### src/rtl/dispatch_unit.sv
// In-order two-lane dispatch buffer between rename and the issue queues.
// Optional head-stall counter is built when DISPATCH_PERF_CNT_EN is defined.

typedef struct packed {
    logic [7:0] opcode;
    logic [4:0] rd;
    logic [4:0] rs1;
    logic [4:0] rs2;
} decode_info_t;

typedef struct packed {
    logic [5:0]  rob_idx;
    logic [31:0] imm;
} data_t;

module dispatch_unit #(
    parameter int unsigned IQ_NUM    = 4,
    parameter int unsigned BUF_DEPTH = 4,
    parameter int unsigned IQ_SEL_W  = $clog2(IQ_NUM)
) (
    input  logic                          clk,
    input  logic                          rst,
    input  logic                          flush,
    input  logic [1:0]                    in_valid_i,
    input  decode_info_t [1:0]            in_di_i,
    input  data_t [1:0]                   in_data_i,
    input  logic [1:0][IQ_SEL_W-1:0]      in_iq_sel_i,
    output logic                          in_ready_o,
    output decode_info_t [1:0]            p_di_o,
    output data_t [1:0]                   p_data_o,
    output logic [1:0]                    p_valid_o,
    output logic [IQ_NUM-1:0][1:0]        choose_o,
    input  logic [IQ_NUM-1:0]             iq_ready_i,
    output logic [$clog2(BUF_DEPTH):0]    buf_cnt_o,
    output logic [31:0]                   stall_cnt_o
);
    localparam int unsigned PTR_W = $clog2(BUF_DEPTH);
    localparam int unsigned CNT_W = PTR_W + 1;

    decode_info_t        di_q   [BUF_DEPTH];
    data_t               data_q [BUF_DEPTH];
    logic [IQ_SEL_W-1:0] sel_q  [BUF_DEPTH];

    logic [PTR_W-1:0]    head, tail, head1, tail1;
    logic [CNT_W-1:0]    count, enq_n, deq_n;
    logic                has0, has1, d0, d1, enq0, enq1;
    logic [IQ_SEL_W-1:0] sel0, sel1;

    // Dispatch and enqueue decisions from registered occupancy.
    always_comb begin
        head1      = head + PTR_W'(1);
        tail1      = tail + PTR_W'(1);
        has0       = count >= CNT_W'(1);
        has1       = count >= CNT_W'(2);
        sel0       = sel_q[head];
        sel1       = sel_q[head1];
        d0         = has0 && iq_ready_i[sel0];
        // An IQ takes one instruction per cycle, so a same-IQ pair splits.
        d1         = d0 && has1 && iq_ready_i[sel1] && (sel1 != sel0);
        in_ready_o = count <= CNT_W'(BUF_DEPTH - 2);
        enq0       = in_ready_o && in_valid_i[0];
        enq1       = enq0 && in_valid_i[1];
        enq_n      = CNT_W'(enq0) + CNT_W'(enq1);
        deq_n      = CNT_W'(d0) + CNT_W'(d1);
    end

    // Lane outputs; payload of unoccupied slots is forced to zero.
    always_comb begin
        p_valid_o = {d1, d0};
        p_di_o    = '0;
        p_data_o  = '0;
        if (has0) begin
            p_di_o[0]   = di_q[head];
            p_data_o[0] = data_q[head];
        end
        if (has1) begin
            p_di_o[1]   = di_q[head1];
            p_data_o[1] = data_q[head1];
        end
        for (int q = 0; q < int'(IQ_NUM); q++) begin
            choose_o[q][0] = d0 && (sel0 == IQ_SEL_W'(q));
            choose_o[q][1] = d1 && (sel1 == IQ_SEL_W'(q));
        end
        buf_cnt_o = count;
    end

    always_ff @(posedge clk) begin
        if (rst || flush) begin
            head  <= '0;
            tail  <= '0;
            count <= '0;
        end else begin
            head  <= head + PTR_W'(deq_n);
            tail  <= tail + PTR_W'(enq_n);
            count <= count + enq_n - deq_n;
        end
    end

    // Entry storage carries no reset; occupancy alone qualifies it.
    always_ff @(posedge clk) begin
        if (enq0 && !(rst || flush)) begin
            di_q[tail]   <= in_di_i[0];
            data_q[tail] <= in_data_i[0];
            sel_q[tail]  <= in_iq_sel_i[0];
        end
        if (enq1 && !(rst || flush)) begin
            di_q[tail1]   <= in_di_i[1];
            data_q[tail1] <= in_data_i[1];
            sel_q[tail1]  <= in_iq_sel_i[1];
        end
    end

`ifdef DISPATCH_PERF_CNT_EN
    logic [31:0] stall_q;

    // Saturating count of cycles the head waits on its IQ; flush keeps it.
    always_ff @(posedge clk) begin
        if (rst) begin
            stall_q <= '0;
        end else if (has0 && !d0 && (stall_q != '1)) begin
            stall_q <= stall_q + 32'd1;
        end
    end

    assign stall_cnt_o = stall_q;
`else
    assign stall_cnt_o = '0;
`endif

endmodule

### config.mk
export PLATFORM = sky130hd
export DESIGN_NAME = dispatch_unit
export DESIGN_NICKNAME = d
export VERILOG_FILES = /design/src/rtl/dispatch_unit.sv
export SDC_FILE = /design/constraint.sdc
export NUM_CORES = 1
export LEC_CHECK = 0
export ABC_AREA = 1
export BUFFER_PORTS_ARGS = -buffer_cell sky130_fd_sc_hd__buf_4
export CORE_MARGIN = 2
export CORE_UTILIZATION = 51
export CTS_BUF_LIST = sky130_fd_sc_hd__clkbuf_16
export CTS_CLUSTER_SIZE = 40
export DETAILED_ROUTE_END_ITERATION = 10
export GPL_ROUTABILITY_DRIVEN = 1
export PLACE_DENSITY = 0.84
export SLEW_MARGIN = 20
export SYNTH_ARGS = -nofsm -noshare
export SYNTH_HDL_FRONTEND = slang
export SYNTH_SLANG_ARGS = --single-unit
export TNS_END_PERCENT = 5
### constraint.sdc
create_clock -name clk -period 2.8 [get_ports clk]
set_input_delay 0.28 -clock clk [delete_from_list [all_inputs] [get_ports clk]]
set_output_delay 0.28 -clock clk [all_outputs]
set_load 0.02 [all_outputs]
# Word-level counts from Yosys, hierarchy flattened
# Memory sizes are Yosys's and may differ from the RTL's. A register that Yosys moved wholly into a read port is not among the register bits.
# Index checks and enable logic that the tools add are counted.
# Widths: inputs -> output; s select.
# totals
register_bits	7
mem_bits_rw	252
in_bits	135
output_inout_bits	168
elab_cells	61
memories	3
# memory_table
name	depth	word_bits	rd	rd_ports_with_merged_regs	write_ports	line	source
data_q	4	38	2	1	2	41	data_t data_q [BUF_DEPTH];
di_q	4	23	2	1	2	40	decode_info_t di_q [BUF_DEPTH];
sel_q	4	2	2	1	2	42	logic [IQ_SEL_W-1:0] sel_q [BUF_DEPTH];
# classes
addsub	8
magnitude_cmp	5
eq_ne	7
mux	15
reduce_logical	20
# ops
operator	n
$mux 38	2
$mux 23	2
$logic_and 1x1->1	16
$eq 2x2->1 const B	4
$lt 2x3->1 const B	2
$mux 1	6
$mux 2	3
$add 1x1->2	2
$add 2x1->2 const B	2
$add 2x2->2	2
$bmux 1 s2	2
$eq 2x1->1 const B	2
$logic_not 2->1	2
$add 3x2->3	1
$ge 3x1->1 const B	1
$ge 3x2->1 const B	1
$le 3x2->1 const B	1
$sub 3x2->3	1
$ne 2x2->1	1
$logic_not 1->1	1
$logic_or 1x1->1	1

# Depth between registers and ports, before layout
# logic_depth
depth_word	9
mapped_depth	22
depth_no_buf	21

# Worst setup path before layout
# No wires, ideal clock.
# synth_timing
kind	register to register
startpoint	register count[0], in the netlist buf_cnt_o[0]
endpoint	memory data_q[0][0] in the netlist's numbering, enable pin
setup_time_ns	0.422
arrival_time_ns	2.836
t_required_ns	2.378
setup_slack_ns	-0.459
stages_incl_launch_ff	7
n_path_buf	1
synth_period_minus_slack_ns	3.259
cell_sequence	dfxtp_1 -> a21oi_2 -> nand3_2 -> nor2_8 -> nand2_4 -> clkbuf_1 -> nand2_1
# synth_rtl
item	line	source
start: declaration	45	logic [CNT_W-1:0] count, enq_n, deq_n;
start signal: assignment	95	count <= count + enq_n - deq_n;
end: declaration	41	

==> run summary <==
The largest family of logic cells by synthesized area was compound AO/OA/AOI/OAI gates. At the placement stage, the worst setup path has a slack of -0.236 ns. Synthesis instantiated 36 different standard cells from the library.

After synthesis, the cell types taking the most area are edfxtp_1, nand2_1, o21ai_0. The data arrival time of the worst path was 2.49 ns; the effective utilization at floorplan was 51.8%. The library cell used most frequently in the layout, excluding fill and tap cells, is nand2_1. The count of pins over their slew limit is 0. The largest area contributor in the netlist is edfxtp_1. Dividing the detail-routed via count by the number of cells gives 5.87. After technology mapping, the gate count stands at 1938. Combinational logic is responsible for 46.1% of the overall power. The slew at the pin closest to its max-slew limit was 0.942 ns. The simple-gate portion of the synthesized area is 18.1%. The run gives 0 as the remaining design rule violation count.

Across every metal layer, demand over resource in global routing totals 29.7%. Endpoint class of the critical path: a primary output. Yosys printed 0 warnings.

The congestion estimate from routability-driven global placement came to 0.821. Walking the worst path, the cells encountered are inv_8 -> nand2_8 -> buf_12 -> inv_2 -> buf_6 -> nand2_1 -> a31oi_1 -> buf_4. Number of placement rows: 63. The hold-fix buffer count after cts is 0, and the count of pins on the block boundary is 303.

The maximum buffer depth of the clock tree was 3; the ratio of final minimum period to clock period was 98.9%. Summed over all layers, the routed wires come to 49000 um. Count of vias placed by the detailed router: 15.1k. The leakage power total was 8.49 nW; the area of the core was 29600 um2.

Hold violation total from the final report: 0. The logic depth of the worst register-to-register path is 21, and the CTS buffer count is 28. TritonCTS built the clock tree. In this run the power density over the cells is 830 nW/um2. The via count of the first global-routing pass came out at 14.7k.

On the critical path, the stage with the largest delay is an instance of dfxtp_4. The analysis attributes to net switching a power of 6.40 mW. The flow ran to the end, and the final reports show no timing, DRC or antenna violations. The wire-length estimate of the detail-placed layout is 28200 um.

Data on the critical path is required at its endpoint by 2.52 ns. Setup violations remaining at the end of the flow were counted as 0. The worst hold path belongs to the class in2reg.

The maximum frequency from static timing analysis was 0.361 GHz; the biggest fanout along the worst timing path was 56. The worst-case IR drop observed on VDD is 0.970 mV. The logs give 2571 for the count of placed standard cells in the final layout, fillers left out and 73700 um for the global-route wire length before repair. The depth of the worst hold-timing path was 3; the clock insertion delay at the later pin of the skew report was 0.54 ns. The number of sinks driven by the clock tree was 259. Of the total synthesized cell area, the portion taken by XOR and XNOR cells is 0.285%. The critical path class was reg2out. Summing all placed instances gives a cell area of 17600 um2. Area share of fa/ha/maj cells after synthesis: 0.668%. The count of nets left with antenna violations once routing finished came out at 0. In the final routed layout, each cell accounts on average for 19.1 um. For the overall overflow remaining after global route, the log shows 0. The finished cells cover 19000 um2.

In this run the clock root is driven by a clkbuf_16. The logs give 37.2% for the worst slew slack as a fraction of its limit and 0.0418 ns for the hold slack. Die width: 178 um. Setup repair after global routing could not meet its margin everywhere.

Setup slack closes at 0.0302 ns. After clock tree synthesis, the clock-pin slew on the worst setup and hold paths is 0.06 ns. The tools report the summed negative setup slack over all endpoints as 0 ns. Port buffering added 270 buffers.

The clock arrives with 0.0182 ns of skew. The area growth from synthesis to layout is 23.9%, and the internal power component is 9.38 mW. The biggest cell delay along the critical path is 0.38 ns, and the switching power as a share of total power is 40.6%.

Multiplexer cells account for 0% of the synthesized area. The first detailed-routing pass ran for 5 iterations. The initial antenna violation count was 3. The cell area that synthesis handed to floorplanning was 15400 um2.

The maximum number of pins on one net before global-route repair was 127. The first routing iteration left 1611 violations. The share of total power dissipated in the clock network is 25.1%.

Leaving out fill and tap cells, the most frequent cells in the layout are nand2_1, o21ai_0, buf_4, edfxtp_1, inv_1. The kind of launch point of the worst setup path was a register. The number of max-cap violations is 0. In this run the mean area of a mapped cell was 7.92 um2. From bottom edge to top edge, the die measures 178 um. The share of total power dissipated in sequential elements is 28.8%. Summing the areas of all compound-gate instances in the mapped netlist gives 21.0% of the synthesized area. The final net count was 2299; the total of flip-flops plus latches after synthesis was 259.

After detailed placement, the design holds a cell count of 2501. Of the post-synthesis cell area, the dominant cell type holds 49.3%. The CTS H-tree depth is 1. The die covers 31500 um2. The sequential-to-total area share from yosys stat was 50.2%; the share of cells above drive strength 1 was 20.0%.

The clock period could shrink to 2.77 ns.
-- per-layer routing --
metal	track usage (%)	share of wire, %	up-vias
li1	-	-	6912
met1	35.3	35	6928
met2	50.3	48	1035
met3	5.78	12	221
met4	16.9	5.2	0
met5	0	0	-
-- power by group through the flow --
stage / logic, mW / registers (mW) / clock network, mW
finish: 7.28 / 4.54 / 3.96
global route: 7.68 / 4.55 / 4.13
floorplan: 3.89 / 4.61 / 0
CTS: 6.92 / 4.53 / 3.98
detailed placement: 6.74 / 4.62 / 0
global placement: 6.61 / 4.60 / 0
-- cells by family after synthesis --
| logic type | Yosys count |
|---|---|
| XOR/XNOR | 5 |
| other | 1 |
| AND/OR/NAND/NOR | 714 |
| buffers and inverters | 326 |
| AO/OA/AOI/OAI | 626 |
| flip-flops | 259 |
| adder cells (fa/ha/maj) | 7 |
-- metrics by stage --
stage	util [%]	power (mW)
after CTS	63.3	15.4
after global placement	59.4	11.2
after global routing	64.2	16.4
after detailed placement	59.4	11.4
after floorplan	-	8.50
final	64.2	15.8
-- synth_stat cells --
library cell	n
nor2_1	141
clkinv_1	2
buf_1	7
clkbuf_1	88
nand2_4	4
ha_1	5
nand3_2	1
fa_1	2
conb_1	1
or2_1	1
nand3_1	12
a21oi_1	127
nor2_2	1
edfxtp_1	252
a31oi_1	54
o21ai_0	348
o211ai_1	2
nor2_4	1
dfxtp_1	7
o21ai_1	87
nand2_2	3
nor3_1	2
buf_2	28
xor2_1	1
buf_6	11
a22oi_1	7
nor3b_1	1
buf_4	40
nor2_8	1
nand2_1	545
inv_2	1
inv_4	1
inv_1	148
nand3b_1	1
xnor2_1	4
a21oi_2	1
-- layout make-up --
cell class	instances	area [um2]
clock inverter	23	263
antenna	2	5.00
tap	390	488
clock buffer	29	726
multi-input combinational	1384	6520
timing repair buffer	332	2720
fill	2309	10600
sequential	259	7710
inverter	152	591
-- critical path, delay by kind of cell, from the launching register on --
family / cells / cell delay [ns]
and+or+nand+nor: 2 / 0.17
DFF: 1 / 0.38
buffers and inverters: 5 / 1.01
AOI/OAI and AO/OA: 1 / 0.36
-- final timing paths --
kind	start	to	slack (ns)
worst min-delay path	in_data_i[0]	data_q[1][0]	0.04
worst max-delay path	head[0]	p_data_o[65]	0.03
worst min register to register	tail[0]	tail[0]	0.72
worst max register to register	head[1]	buf_cnt_o[2]	0.05
-- sequential cells by signal, indices dropped and copies added (netlist names) --
signal	count
di_q	92
buf_cnt_o	3
tail	2
sel_q	8
head	2
data_q	152
-- what timing repair did --
item,CTS,global route
pin swaps,7,23
endpoints found under the setup margin,92,39
setup buffers,12,4
cloned,0,0
resized for setup,15,63
No activity file was read; power rests on OpenSTA's default activity.
